<file path="src/rtl/branch_resolve_unit.sv">
// branch_resolve_unit: execute-stage branch resolution, 2-bit BHT for fetch prediction, saturating perf counters
module branch_resolve_unit #(
    parameter int PC_W  = 32,
    parameter int IDX_W = 4,
    parameter int CNT_W = 16
) (
    input  logic             clk,
    input  logic             rst,
    input  logic [PC_W-1:0]  pcF,
    output logic             predTakenF,
    input  logic             validE,
    input  logic             branchE,
    input  logic             jumpE,
    input  logic [2:0]       condE,
    input  logic             zeroE,
    input  logic             negativeE,
    input  logic [PC_W-1:0]  pcE,
    input  logic             predTakenE,
    output logic             pcSrcE,
    output logic             recoverE,
    output logic             mispredictE,
    output logic             flushD,
    output logic             flushE,
    output logic [CNT_W-1:0] branchCount,
    output logic [CNT_W-1:0] mispredCount
);
    logic [1:0]       bht [2**IDX_W];
    logic [IDX_W-1:0] idxF, idxE;
    logic             condMet, takenE, update;
    logic [1:0]       curE, nextE;

    assign idxF = pcF[IDX_W+1:2];
    assign idxE = pcE[IDX_W+1:2];

    // Resolve the branch condition, outcome, misprediction and the saturating next BHT state
    always_comb begin
        condMet     = condE == 3'd0 ? zeroE :
                      condE == 3'd1 ? !zeroE :
                      condE == 3'd2 ? negativeE :
                      condE == 3'd3 ? !negativeE :
                      condE == 3'd4 ? (zeroE | negativeE) :
                      condE == 3'd5 ? (!zeroE & !negativeE) :
                      condE == 3'd6;
        takenE      = validE & (jumpE | (branchE & condMet));
        mispredictE = validE & (takenE != predTakenE);
        pcSrcE      = mispredictE & takenE;
        recoverE    = mispredictE & !takenE;
        flushD      = mispredictE;
        flushE      = mispredictE;
        update      = validE & branchE & !jumpE;
        curE        = bht[idxE];
        nextE       = condMet ? (curE == 2'b11 ? curE : curE + 2'd1)
                              : (curE == 2'b00 ? curE : curE - 2'd1);
        predTakenF  = rst ? 1'b0 : (update && idxF == idxE) ? nextE[1] : bht[idxF][1];
    end

    // Train the BHT on conditional branches and count branches and mispredictions, saturating
    always_ff @(posedge clk or posedge rst) begin
        if (rst) begin
            for (int i = 0; i < 2**IDX_W; i++) bht[i] <= 2'b01;
            branchCount  <= '0;
            mispredCount <= '0;
        end else begin
            if (update) bht[idxE] <= nextE;
            if (update && !(&branchCount)) branchCount <= branchCount + 1'b1;
            if (mispredictE && !(&mispredCount)) mispredCount <= mispredCount + 1'b1;
        end
    end
endmodule

</file>
<file path="config.mk">
export PLATFORM = sky130hd
export DESIGN_NAME = branch_resolve_unit
export DESIGN_NICKNAME = d
export VERILOG_FILES = /design/src/rtl/branch_resolve_unit.sv
export SDC_FILE = /design/constraint.sdc
export NUM_CORES = 1
export LEC_CHECK = 0
export BUFFER_PORTS_ARGS = -buffer_cell sky130_fd_sc_hd__buf_2
export CAP_MARGIN = 20
export CORE_UTILIZATION = 50
export CTS_CLUSTER_DIAMETER = 150
export DETAILED_ROUTE_END_ITERATION = 7
export PLACE_DENSITY = 0.87
export SLEW_MARGIN = 15
export SYNTH_ARGS = -nofsm -noshare
export SYNTH_HDL_FRONTEND = slang
export SYNTH_SLANG_ARGS = --single-unit
</file>
<file path="constraint.sdc">
create_clock -name clk -period 4.4 [get_ports clk]
set_clock_uncertainty 0.15 [all_clocks]
set_input_delay 0.22 -clock clk [delete_from_list [all_inputs] [get_ports clk]]
set_output_delay 0.22 -clock clk [all_outputs]
set_load 0.05 [all_outputs]
</file>
# ---- After elaboration in Yosys (flattened, before gate mapping)
# Cells that the tools add are included.
dict set report word_totals {
  input_bits 75
  out_inout_bits 38
  word_cells 80
  register_bits 64
}
dict set report op_classes {
  bitwise 12
  n_addsub 4
  n_reduce_logical 14
  muxes 20
  n_eq_ne 9
  magnitude_cmp 3
}
# op count
set op_table {}
lappend op_table {{16-bit by 1-bit adder with 16-bit output, second input constant} 2}
lappend op_table {{32-bit bitwise mux} 1}
lappend op_table {{16-bit AND reduction} 2}
lappend op_table {{2-bit binary-select mux with 4-bit select} 2}
lappend op_table {{2-bit two-way mux} 8}
lappend op_table {{5-bit greater-or-equal comparator, second input constant} 2}
lappend op_table {{4-bit inverter with 5-bit output} 2}
lappend op_table {{3-bit == test, second input constant} 3}
lappend op_table {{1-bit bitwise AND} 8}
lappend op_table {{2-bit demux with 4-bit select} 1}
lappend op_table {{1-bit two-way mux} 8}
lappend op_table {{3-bit by 2-bit == test with 1-bit output, second input constant} 2}
lappend op_table {{1-bit zero test} 6}
lappend op_table {{5-bit by 1-bit less-than comparator with 1-bit output, second input constant} 1}
lappend op_table {{4-bit == test} 1}
lappend op_table {{1-bit logical AND} 4}
lappend op_table {{3-bit by 1-bit == test with 1-bit output, second input constant} 1}
lappend op_table {{3-bit zero test} 1}
lappend op_table {{2-bit by 1-bit adder with 2-bit output, second input constant} 1}
lappend op_table {{2-bit == test, second input constant} 1}
lappend op_table {{2-bit zero test} 1}
lappend op_table {{1-bit OR} 2}
lappend op_table {{2-bit by 1-bit subtractor with 2-bit output, second input constant} 1}
lappend op_table {{1-bit != test} 1}

# ---- Longest topological paths before layout
dict set report logic_depth {
  depth_word 14
  ltp_mapped 8
  depth_no_buf 6
}

# ---- Least setup slack after synthesis
# No wires, ideal clock.
dict set report synth_path {
  path_kind {input-to-output}
  start {input pcE[5]}
  end {output predTakenF}
  setup_slack_ns 1.416
  arrival_time_ns 2.614
  t_required_ns 4.030
  path_buffers 2
  cell_stages 6
  path_cell_list {clkbuf_1 -> buf_1 -> xor2_1 -> nor4_1 -> a21oi_1 -> a311oi_1}
}
dict set report synth_between {
  elab_chain_cells 9
  word_cells_on_any_way 15
  cone_classes {2 x add/sub; 2 x eq/ne; 8 x mux; 1 x bitwise; 2 x reduce/logical}
}
# element line
set synth_lines {}
lappend synth_lines {{from (decl)} 17} ;# input logic [PC_W-1:0] pcE,
lappend synth_lines {{4-bit inverter with 5-bit output (not written as such)} 51} ;# curE = bht[idxE];
lappend synth_lines {{2-bit binary-select mux with 4-bit select} 51}
lappend synth_lines {{2-bit two-way mux (not written as such) (2 in series)} 51}
lappend synth_lines {{2-bit by 1-bit subtractor with 2-bit output (tied with other cells)} 53} ;# : (curE == 2'b00 ? curE : curE - 2'd1);
lappend synth_lines {{2-bit two-way mux, on equally long branches} {53, 52}}
lappend synth_lines {{2-bit two-way mux} 52} ;# nextE = condMet ? (curE == 2'b11 ? curE : curE + 2'd1)
lappend synth_lines {{1-bit two-way mux (*) (2 in series)} 54} ;# predTakenF = rst ? 1'b0 : (update && idxF == idxE) ? nextE[1] : bht[idxF][1];
lappend synth_lines {{to (decl)} 10} ;# output logic predTakenF,
# Every way passes the cells marked *; elsewhere a longest branch is shown, timed or not. The select of a mux whose other input is x is not followed.

# ---- Worst setup path in the final report
dict set report layout_path {
  start {register bht[5] in the netlist's numbering}
  end {output predTakenF}
}
dict set report layout_between {
  elab_chain_cells 8
  word_cells_on_any_way 15
  cone_classes {2 x add/sub; 1 x eq/ne; 11 x mux; 1 x reduce/logical}
}
# element line
set layout_lines {}
lappend layout_lines {{from (decl)} 27} ;# logic [1:0] bht [2**IDX_W];
lappend layout_lines {{from (signal, indexed assignment)} 64} ;# if (update) bht[idxE] <= nextE;
lappend layout_lines {{2-bit binary-select mux with 4-bit select} 51}
lappend layout_lines {{2-bit two-way mux (not written as such) (2 in series)} 51}
lappend layout_lines {{2-bit by 1-bit subtractor with 2-bit output (tied with other cells)} 53}
lappend layout_lines {{2-bit two-way mux, on equally long branches} {53, 52}}
lappend layout_lines {{2-bit two-way mux} 52}
lappend layout_lines {{1-bit two-way mux (*) (2 in series)} 54}
# Marked as above.

==> flow_summary.yaml <==
placement:
  place_inst: 418
  hpwlAfterDp_mm: 4.93
  place_congestion: 0.816
  port-buffer-count: 56
sta:
  rsz0062_at_grt: "false"
  setup_viol: 0
  finalCritPeriodShare_pct: 67.0
  setup_tns_ns: 0
  post-route-min-period_ns: 2.95
  clock.fmax_mhz: 339
  finalMaxSlewViolations: 0
  tightest_slew_ns: 0.998
  maxSlewHeadroom_pct: 33.1
  timing.hold.ws_ns: 0.221
  hold_viol: 0
floorplan:
  start_util_pct: 51.6
  num_io_pins: 113
  core-area_um2: 6760
  row_count: 30
  die_width_um: 85.5
  die-area_um2: 7310
  die_y_um: 85.5
clock_tree:
  cts_inserted_buffers: 9
  clk_pin_slew_ns: 0.07
  clk_path_buf_depth: 2
  cts_tree: "built"
  cts.sinks: 64
  root_buffer: "clkbuf_8"
  h-tree-depth: 3
  clk-insertion-delay-late_ns: 0.34
critical_path:
  worstPathMaxFanout: 9
  worstPathArrival_ns: 2.58
  slowest_delay_ns: 0.53
  critPathLaunchType: "flip-flop"
  r2r_slack_ns: 2.14
  required_ns: 4.03
  crit_family: "compound AO/OA/AOI/OAI gates"
  worstPathCellList: "mux4_1 > mux2i_1 > o211ai_2 > a32oi_2 > a311oi_1 > buf_2"
  criticalPathCategory: "flip-flop to output port"
  critPathCaptureType: "output port"
  cpMaxStageDelayCell: "mux4_1"
  path_buf_inv: 1
detailed_routing:
  ant_nets: 0
  num_vias: 2508
  avgRoutedWirePerCell_um: 15.7
  drcViolationCount: 0
  via_per_inst: 5.77
  finalWirelength_mm: 6.85
  first_pass_iters: 4
  drt_iter0_drc: 124
synth:
  ys_async_sr_fraction_pct: 100
  synthAdderAreaFrac_pct: 1.33
  synth_top_family_by_area: "multiplexers"
  syn_inst: 293
  syn-cell-area_um2: 3490
  syn-num-nets: 370
  yosys-top-cells-area: "dfrtp_1 (34%), dfstp_2 (12%), mux2_2 (7.4%)"
  synthSimpleGateAreaFrac_pct: 16.5
  netlist.area_leader.share_pct: 34.4
  synth_compound_area_share_pct: 5.06
  synth_commonest_cells: "dfrtp_1 (48), nand2_1 (26), mux2_2 (23)"
  synth_cell_types: 52
  yosys.area.top_type: "dfrtp_1"
  synthXorXnorAreaFrac_pct: 8.54
  synth_edf_count: 0
  synth_most_common_cell: "dfrtp_1"
  synth_seq_area_share_pct: 46.5
  synth_flop_cell: "dfrtp_1"
  synthMuxAreaShare_pct: 19.8
  synth_seq_cells: 64
  yosysWarnings: 0
  avgSynthCellArea_um2: 11.9
cells_and_area:
  drive_gt1_share_pct: 38.6
  area_growth_pct: 14.9
  stdcell_count: 435
  fillers: 557
  diodes: 0
  multiInputGateArea_um2: 1790
  final_core_util_pct: 59.3
  ff_latch_area_um2: 1620
  nets: 427
global_route:
  grt_pass1_wl_mm: 11.5
  track_usage_pct: 20.3
  grt_max_degree: 65
  gr-total-overflow: 0
  grt_pass1_vias: 2414
  antenna_found_initial: 0
job:
  maxCapViolations: 0
status:
  status: "completed"
power_and_ir_drop:
  p_leak_uw: 0.00182
  ir_drop_uv: 525
  power_density_nw_per_um2: 447
  power_uw: 1790
hold_path:
  hp-class: "primary input to flip-flop"
layout by cell type, fill, tap and decap left out, drive strengths merged, types with 3 or more instances in the layout:
master | Yosys | final
nor3b | 4 | 4
and4 | 4 | 4
nand4 | 7 | 7
buf | 6 | 57
dfrtp | 48 | 48
nor2 | 17 | 17
a21oi | 8 | 8
inv | 4 | 4
nand2b | 3 | 3
dfstp | 16 | 16
a211oi | 3 | 3
nor3 | 12 | 12
mux2i | 4 | 4
nor4 | 4 | 4
nand3 | 14 | 14
xor2 | 21 | 21
and3 | 3 | 3
clkinv | 0 | 3
xnor2 | 13 | 13
o21ai | 5 | 5
mux4 | 13 | 13
mux2 | 27 | 27
clkbuf | 6 | 13
nand2 | 26 | 26
routing by layer:
layer	GRT usage (%)	wire length (um)
met1	26.6	3140
met2	33.1	3290
met3	4.14	313
met4	8.94	109
met5	0	0
repair_timing:
item	in CTS	in global routing
hold buffers	1	0
setup buffers	0	0
hold endpoints to repair	14	0
gates resized for setup	0	0
state kept, by name (all words and copies together) (netlist names):
name          count
branchCount      16
bht              32
mispredCount     16
path summary, 6_finish.rpt:
path / start / end / cells past startpoint
setup / recovery: bht[5] / predTakenF / 6
hold / removal: pcE[4] / bht[3] / 3
setup reg to reg: mispredCount[0] / mispredCount[1] / 6
hold reg to reg: mispredCount[15] / mispredCount[15] / 1
max in group asynchronous: rst / mispredCount[0] / 4
min in group asynchronous: rst / bht[21] / 4
worst min-delay path, cell delays in order:
cell and delay, ns:
buf_2 0.19, nand3_1 0.15, o21ai_0 0.10
per-stage QoR:
stage | setup WS [ns] | cell area (um2)
final | 1.45 | 4010
after global placement | 1.64 | 3810
after detailed placement | 1.58 | 3810
after CTS | 1.47 | 4010
after global routing | 1.32 | 4010
after floorplan | 1.42 | 3490
cells by family (layout without fill, tap and decap cells):
family | Yosys count | after routing
and+or+nand+nor | 107 | 107
muxes | 44 | 44
adders and majority gates | 4 | 4
buffers and inverters | 16 | 78
AOI/OAI and AO/OA | 24 | 24
DFF | 64 | 64
xor gates and xnor gates | 34 | 34
power by group:
part | internal (uW) | switching, uW | leakage [uW]
clock | 248 | 213 | 0.0000992
sequential | 697 | 96.4 | 0.000802
combinational | 172 | 365 | 0.000921
cell type report:
cell class,instances,share of cell area (%)
Clock buffer,13,4.21
Clock inverter,3,0.375
Inverter,4,0.375
Multi-Input combinational cell,213,44.6
Sequential cell,64,40.5
Tap cell,80,2.50
Timing Repair Buffer,58,7.43
(Power assumes the default switching activity.)
